<file path="src/rtl/axis_gpio_pkg.sv">
// Shared types and helpers for the AXI-Stream hex text decoder: parser states,
// ASCII constants and the hex-character-to-nibble conversion.
package axis_gpio_pkg;

    typedef enum logic [1:0] {
        ST_IDLE     = 2'd0,
        ST_GOT_ZERO = 2'd1,
        ST_DIGITS   = 2'd2,
        ST_DROP     = 2'd3
    } dec_state_e;

    localparam logic [7:0] ASCII_CR   = 8'h0D;
    localparam logic [7:0] ASCII_LF   = 8'h0A;
    localparam logic [7:0] ASCII_ZERO = 8'h30;
    localparam logic [7:0] ASCII_X_LO = 8'h78;
    localparam logic [7:0] ASCII_X_UP = 8'h58;

    // Returns {is_hex, nibble}; letters map through their low nibble plus 9.
    function automatic logic [4:0] hex_to_nibble(input logic [7:0] c);
        logic [4:0] r;
        r = 5'd0;
        if (c >= 8'h30 && c <= 8'h39) begin
            r = {1'b1, c[3:0]};
        end else if ((c >= 8'h61 && c <= 8'h66) || (c >= 8'h41 && c <= 8'h46)) begin
            r = {1'b1, c[3:0] + 4'd9};
        end
        return r;
    endfunction

endpackage

</file>
<file path="src/rtl/ascii_hex_nibble.sv">
// Combinational ASCII byte classifier: flags hex digits and yields their value.
module ascii_hex_nibble
    import axis_gpio_pkg::*;
(
    input  logic [7:0] char_i,
    output logic       is_hex_o,
    output logic [3:0] nibble_o
);

    assign {is_hex_o, nibble_o} = hex_to_nibble(char_i);

endmodule

</file>
<file path="src/rtl/axis_hex_led_decoder.sv">
// Parses "0x<hex>" text messages from an AXI-Stream byte stream onto led_out.
// Optional macro AXIS_HEX_LED_DECODER_ERRCNT_EN enables the malformed-message counter.
module axis_hex_led_decoder #(
    parameter int GPIO_WIDTH = 2,
    parameter int MAX_DIGITS = 8
) (
    input  logic                  clk,
    input  logic                  reset_n,
    input  logic [7:0]            s_axis_data,
    input  logic                  s_axis_valid,
    input  logic                  s_axis_last,
    output logic                  s_axis_ready,
    output logic [GPIO_WIDTH-1:0] led_out,
    output logic                  update,
    output logic [15:0]           err_count
);
    import axis_gpio_pkg::*;

    localparam int ACC_W = 4 * MAX_DIGITS;
    localparam int CNT_W = $clog2(MAX_DIGITS + 1);

    dec_state_e            state_q, state_d;
    logic [ACC_W-1:0]      acc_q, acc_d;
    logic [CNT_W-1:0]      cnt_q, cnt_d;
    logic [GPIO_WIDTH-1:0] led_q, led_d;
    logic                  update_q, update_d;
    logic                  ready_q;
    logic                  err_evt;

    logic                  is_hex;
    logic [3:0]            nibble;
    logic                  hs;
    logic                  is_term;
    logic                  cnt_full;
    logic [ACC_W-1:0]      acc_shift;

    ascii_hex_nibble u_nibble (
        .char_i   (s_axis_data),
        .is_hex_o (is_hex),
        .nibble_o (nibble)
    );

    assign hs        = s_axis_valid & ready_q;
    assign is_term   = (s_axis_data == ASCII_CR) || (s_axis_data == ASCII_LF);
    assign cnt_full  = (cnt_q == CNT_W'(MAX_DIGITS));
    assign acc_shift = (acc_q << 4) | ACC_W'(nibble);

    always_comb begin
        state_d  = state_q;
        acc_d    = acc_q;
        cnt_d    = cnt_q;
        led_d    = led_q;
        update_d = 1'b0;
        err_evt  = 1'b0;
        if (hs) begin
            case (state_q)
                ST_IDLE: begin
                    if (s_axis_data == ASCII_ZERO) state_d = ST_GOT_ZERO;
                end
                ST_GOT_ZERO: begin
                    if (s_axis_data == ASCII_X_LO || s_axis_data == ASCII_X_UP) begin
                        state_d = ST_DIGITS;
                        acc_d   = '0;
                        cnt_d   = '0;
                    end else if (s_axis_data != ASCII_ZERO) begin
                        state_d = ST_IDLE;
                    end
                end
                ST_DIGITS: begin
                    if (is_hex && !cnt_full) begin
                        acc_d = acc_shift;
                        cnt_d = cnt_q + CNT_W'(1);
                        // A last flag on a digit acts as the terminator.
                        if (s_axis_last) begin
                            led_d    = GPIO_WIDTH'(acc_shift);
                            update_d = 1'b1;
                            state_d  = ST_IDLE;
                        end
                    end else if (is_term && cnt_q != '0) begin
                        led_d    = GPIO_WIDTH'(acc_q);
                        update_d = 1'b1;
                        state_d  = ST_IDLE;
                    end else begin
                        err_evt = 1'b1;
                        state_d = ST_DROP;
                    end
                end
                ST_DROP: begin
                    if (s_axis_data == ASCII_LF) state_d = ST_IDLE;
                end
                default: state_d = ST_IDLE;
            endcase
            if (s_axis_last) state_d = ST_IDLE;
        end
    end

    always_ff @(posedge clk or negedge reset_n) begin
        if (!reset_n) begin
            state_q  <= ST_IDLE;
            acc_q    <= '0;
            cnt_q    <= '0;
            led_q    <= '0;
            update_q <= 1'b0;
            ready_q  <= 1'b0;
        end else begin
            state_q  <= state_d;
            acc_q    <= acc_d;
            cnt_q    <= cnt_d;
            led_q    <= led_d;
            update_q <= update_d;
            ready_q  <= 1'b1;
        end
    end

`ifdef AXIS_HEX_LED_DECODER_ERRCNT_EN
    logic [15:0] err_q;

    always_ff @(posedge clk or negedge reset_n) begin
        if (!reset_n) begin
            err_q <= '0;
        end else if (err_evt && err_q != 16'hFFFF) begin
            err_q <= err_q + 16'd1;
        end
    end

    assign err_count = err_q;
`else
    logic unused_err_evt;
    assign unused_err_evt = err_evt;
    assign err_count      = '0;
`endif

    assign s_axis_ready = ready_q;
    assign led_out      = led_q;
    assign update       = update_q;

endmodule

</file>
<file path="config.mk">
export PLATFORM = sky130hd
export DESIGN_NAME = axis_hex_led_decoder
export DESIGN_NICKNAME = d
export VERILOG_FILES = /design/src/rtl/axis_gpio_pkg.sv /design/src/rtl/ascii_hex_nibble.sv /design/src/rtl/axis_hex_led_decoder.sv
export SDC_FILE = /design/constraint.sdc
export NUM_CORES = 1
export LEC_CHECK = 0
export ABC_AREA = 0
export BUFFER_PORTS_ARGS = -buffer_cell sky130_fd_sc_hd__buf_4
export CAP_MARGIN = 20
export CORE_MARGIN = 4
export CORE_UTILIZATION = 45
export DETAILED_ROUTE_END_ITERATION = 10
export GPL_TIMING_DRIVEN = 0
export HOLD_SLACK_MARGIN = 0.02
export PLACE_DENSITY = 0.78
export SETUP_SLACK_MARGIN = 0.4
export SLEW_MARGIN = 0
export SYNTH_ARGS = -nofsm -noshare
export SYNTH_HDL_FRONTEND = slang
export SYNTH_HIERARCHICAL = 1
export SYNTH_SLANG_ARGS = --single-unit
export TNS_END_PERCENT = 20
</file>
<file path="constraint.sdc">
create_clock -name clk -period 3 [get_ports clk]
set_input_delay 0.45 -clock clk [delete_from_list [all_inputs] [get_ports clk]]
set_output_delay 0.45 -clock clk [all_outputs]
set_load 0.01 [all_outputs]
</file>
# Word-level counts from Yosys, hierarchy flattened
# Index checks and enable logic that the tools add are counted.
[classes]
bitwise_logic = 2
eq_ne = 17
n_lt_le_gt_ge = 6
n_reduce_logical = 16
muxes = 24
n_addsub = 2
[ops]
columns = ["cell", "count"]
rows = [
  ["$mux 2", 12],
  ["$eq 8x4->1 const B", 2],
  ["$eq 8x7->1 const B", 2],
  ["$ge 8x7->1 const B", 2],
  ["$le 8x7->1 const B", 2],
  ["$mux 5", 2],
  ["$ne 3x3->1 const B", 3],
  ["$eq 8x6->1 const B", 1],
  ["$ge 8x6->1 const B", 1],
  ["$le 8x6->1 const B", 1],
  ["$mux 4", 2],
  ["$ne 8x6->1 const B", 1],
  ["$pmux 2 s4", 1],
  ["$pmux 4 s2", 1],
  ["$reduce_and 4->1", 2],
  ["$ne 2x2->1 const B", 3],
  ["$logic_and 1x1->1", 5],
  ["$mux 1", 5],
  ["$reduce_and 5->1", 1],
  ["$add 4x1->4 const B", 1],
  ["$add 4x4->4 const B", 1],
  ["$eq 2x2->1 const B", 2],
  ["$eq 4x4->1 const B", 1],
  ["$ne 4x4->1 const B", 1],
  ["9 further kinds", 12],
]
[word_totals]
output_inout_bits = 20
elab_cells = 73
register_bits = 12

# Depth between registers and ports, before layout
[logic_depth]
word_depth = 9
mapped_depth = 9
depth_no_buf = 9

# Hierarchy
# Netlist, hierarchy kept.
[modules_own_cells]
columns = ["mod", "seq_area_each_um2", "instances", "area_each_um2", "cells_each"]
rows = [
  ["axis_hex_led_decoder", 300.3, 1, 897.1, 96],
  ["ascii_hex_nibble", 0.0, 1, 201.4, 25],
]

# Worst setup path after synthesis
# OpenSTA, ideal clock, no wires.
[synth_path]
kind = "input port to flip-flop"
start = "input s_axis_data[1]"
end = "register led_q[0], in the netlist led_out[0]"
slack_ns = 0.838
path_stages = 7
t_arrival_ns = 2.037
path_buffers = 0
cell_sequence = "inv_1 ha_1 o311ai_1 nand2_1 and2_1 o31ai_4 mux2_4"
[synth_between]
elab_chain_len = 8
[synth_rtl]
columns = ["item", "line_no", "source"]
rows = [
  ["start, declared", "axis_hex_led_decoder.sv:9", "input logic [7:0] s_axis_data,"],
  ["$ge 8x7->1 / $le 8x7->1 (equally long branches)", "axis_gpio_pkg.sv:24", "end else if ((c >= 8'h61 && c <= 8'h66) || (c >= 8'h41 && c <= 8'h46)) begin"],
  ["$logic_and 1x1->1", "axis_gpio_pkg.sv:24", ""],
  ["$logic_or 1x1->1", "axis_gpio_pkg.sv:24", ""],
  ["$mux 5", "axis_gpio_pkg.sv:24", ""],
  ["$mux 5 (*)", "axis_gpio_pkg.sv:22", "if (c >= 8'h30 && c <= 8'h39) begin"],
  ["via is_hex", "axis_hex_led_decoder.sv:30", "logic is_hex;"],
  ["$logic_and 1x1->1 (*)", "axis_hex_led_decoder.sv:70", "if (is_hex && !cnt_full) begin"],
  ["$ne 2x2->1 (no source line) / $reduce_bool 2->1 (equally long branches)", "n/a", ""],
  ["$reduce_and 4->1 (no source line)", "n/a", ""],
  ["end signal, assigned", "axis_hex_led_decoder.sv:109", "led_q <= led_d;"],
  ["end, declared", "axis_hex_led_decoder.sv:25", "logic [GPIO_WIDTH-1:0] led_q, led_d;"],
]
# The timed path passes the listed nets; every way through them passes the cells marked *. The select of a mux whose other input is x is not followed.
# A chain may end at the register's enable or synchronous reset.

# Worst setup path in the final report
[layout_path]
start = "input s_axis_data[1]"
end = "register led_q[1], in the netlist led_out[1]"
# Same word-level chain as after synthesis.

==> out/qor.log <==
qor: timing.finalCriticalPeriod 2.09 ns
qor: route.drt-vias-per-instance 5.10
qor: worst_setup_path.critical_path.max_fanout 6
qor: timing.max_freq 479 MHz
qor: floorplanning.fp.dieW 55.9 um
qor: worst_setup_path.path_cells buf_4 -> inv_1 -> ha_1 -> inv_1 -> o311ai_1 -> nand2_1 -> and2_1 -> o31ai_4 -> mux2_4
qor: clock_tree.clock_path_buffers 2
qor: cells_and_area.fillers 206
qor: timing.fin_hold_viols 0
qor: worst_setup_path.cp-startpoint s_axis_data[1]
qor: clock_tree.cts_htree_levels 1
qor: clock_tree.cts_hold_buffers 1
qor: timing.fin_setup_tns 0 ns
qor: pwr.leakage_power_of_the_design 0.614 nW
qor: route.routed_len_inst 12.0 um
qor: min_path.hold_path.class reg -> reg
qor: flow_run.drv.max_cap_violation_count 0
qor: worst_setup_path.crit_path_end_kind register
qor: global_routing.antenna_found_initial 0
qor: clock_tree.buffers_inserted_during_post_cts_setup_optimization 0
qor: pwr.totalPowerFinal 0.389 mW
qor: floorplanning.initial_core_util 47.2%
qor: floorplanning.die_y 55.9 um
qor: floorplanning.top_level_ports 32
qor: floorplanning.row_count 17
qor: timing.finalCritPeriodShare 69.6%
qor: route.detail_route.iter0.violations 21
qor: placed_design.place.gp.congestion 0.796
qor: cells_and_area.design.final.nets 164
qor: worst_setup_path.reg2reg_depth 7
qor: clock_tree.cts_resized 0
qor: floorplanning.core_area 2190 sq um
qor: synthesis.netlist_area 1030 sq um
qor: worst_setup_path.regToRegStartpoint cnt_q[0]$_DFFE_PN0P_
qor: route.first_pass_iters 4
qor: clock_tree.cts.sinks 12
qor: route.drcViolationCount 0
qor: worst_setup_path.critical_path_top_delay_cell sky130_fd_sc_hd__o311ai_1
qor: worst_setup_path.timing_worst_setup_path_type in -> reg
qor: placed_design.io_buffers 15
qor: worst_setup_path.critPathMaxStageDelay 0.34 ns
qor: synthesis.yosys_warning_count 6
qor: cells_and_area.n_antenna_cell 0
qor: global_routing.grt_max_degree 13
qor: outcome.status complete, no violations
qor: worst_setup_path.crit_path_start_kind input pin
qor: synthesis.synthCells 112
qor: cells_and_area.fraction_of_final_layout_cells_sized_beyond_drive_strength_1 33.6%
qor: global_routing.grt-ovfl-total 0
qor: worst_setup_path.ff2ff_setup_slack 1.17 ns
qor: synthesis.postSynthAreaPerCell 9.23 sq um
qor: route.num_vias 887
qor: global_routing.wire_length_of_the_first_global_routing_pass 3.59 mm
qor: cells_and_area.area_growth 22.9%
qor: worst_setup_path.cpLargestDelayFamily compound AO/OA/AOI/OAI gates
qor: route.drtAntennaViolNets 0
qor: min_path.min_from acc_q[0]$_DFFE_PN0P_
qor: min_path.min_to acc_q[0]$_DFFE_PN0P_
qor: worst_setup_path.critical_path.most_common_cell sky130_fd_sc_hd__inv_1
qor: global_routing.vias_in_the_first_global_route 880
qor: worst_setup_path.timing.critical_path.required 3.16 ns
qor: timing.timing.final.max_slew_violations 0
qor: clock_tree.cts-buffers-inserted 3
qor: clock_tree.clk_latency 0.27 ns
qor: clock_tree.tritoncts yes
qor: floorplanning.design.die.area 3130 sq um
qor: route.detail_route.wirelength 2.09 mm
qor: clock_tree.path_clk_slew 0.08 ns
qor: min_path.worstHoldPathCells 1
qor: global_routing.groute.usage.overall 13.9%
qor: timing.fin_skew 0.00837 ns
qor: timing.grt_setup_unrepaired no
qor: timing.finalSetupViolCount 0
qor: placed_design.place.detailed.hpwl 1.72 mm
qor: worst_setup_path.r2r-end led_out[1]$_DFFE_PN0P_
qor: worst_setup_path.crit_arrival 2.25 ns
qor: worst_setup_path.crit_buf_inv 3
qor: clock_tree.clk_root_buffer_cell sky130_fd_sc_hd__clkbuf_4
qor: pwr.power-per-cell-area 307 nW/um^2
qor: pwr.worst_ir_drop_vdd 235 uV
==> layout make-up <==
| cell class | count | area [sq um] | area share (%) |
|---|---|---|---|
| clock buffers | 3 | 22.5 | 1.77 |
| plain buffers | 16 | 120 | 9.46 |
| multi-input cells | 90 | 636 | 50.0 |
| flip-flops and latches | 12 | 300 | 23.6 |
| inverters | 9 | 33.8 | 2.66 |
| well taps | 28 | 35.0 | 2.76 |
| repair buffers | 16 | 123 | 9.66 |
==> layer usage <==
| layer | track usage [%] | part of all wire, % | routed length [um] |
|---|---|---|---|
| met1 | 16.4 | 41 | 856 |
| met2 | 24.5 | 50 | 1050 |
| met3 | 4.87 | 8.6 | 180 |
| met4 | 2.37 | 0.29 | 6 |
| met5 | 0 | 0 | 0 |
==> state kept, by name (all words and copies together) (netlist names) <==
register / flops
cnt_q: 4
acc_q: 2
led_out: 2
state_q: 2
s_axis_ready: 1
update: 1
==> worst max path at each step <==
| stage | end | slack [ns] | depth (start not counted) |
|---|---|---|---|
| 2_1_floorplan | led_out[0]$_DFFE_PN0P_ | 0.98 | 9 |
| 3_3_place_gp | led_out[1]$_DFFE_PN0P_ | 0.74 | 10 |
| 3_5_place_dp | led_out[1]$_DFFE_PN0P_ | 0.68 | 10 |
| 4_1_cts | led_out[1]$_DFFE_PN0P_ | 0.97 | 10 |
| 5_1_grt | led_out[1]$_DFFE_PN0P_ | 0.85 | 10 |
| 6_report | led_out[1]$_DFFE_PN0P_ | 0.91 | 9 |
==> layout by cell type, fill, tap and decap left out, drive strengths merged, types with 2 or more instances in the layout <==
| master | count |
|---|---|
| buf | 31 |
| conb | 17 |
| nand2 | 12 |
| dfrtp | 12 |
| inv | 9 |
| o21ai | 6 |
| nor2 | 5 |
| nand3 | 5 |
| ha | 4 |
| a22o | 3 |
| a31oi | 3 |
| clkbuf | 3 |
| mux2 | 3 |
| and2 | 2 |
| nor4 | 2 |
| nand4 | 2 |
| o22ai | 2 |
| a21o | 2 |
| o311ai | 2 |
==> power breakdown <==
group	internal (mW)	switching (mW)	total [mW]
logic	0.0524	0.0578	0.110
clock network	0.0464	0.0500	0.0963
registers	0.170	0.0125	0.183
total	0.269	0.120	0.389
==> through the flow <==
stage               hold slack, ns  std cells  instance area (sq um)  util, %  setup WS [ns]
floorplan                    0.154        127                   1090        -          0.980
global placement             0.298        170                   1240     56.5          0.738
detailed placement           0.299        170                   1240     56.5          0.684
CTS                          0.498        174                   1270     58.0          0.967
global route                 0.505        174                   1270     58.0          0.847
finish                       0.503        174                   1270     58.0          0.911
(Power assumes the default switching activity.)
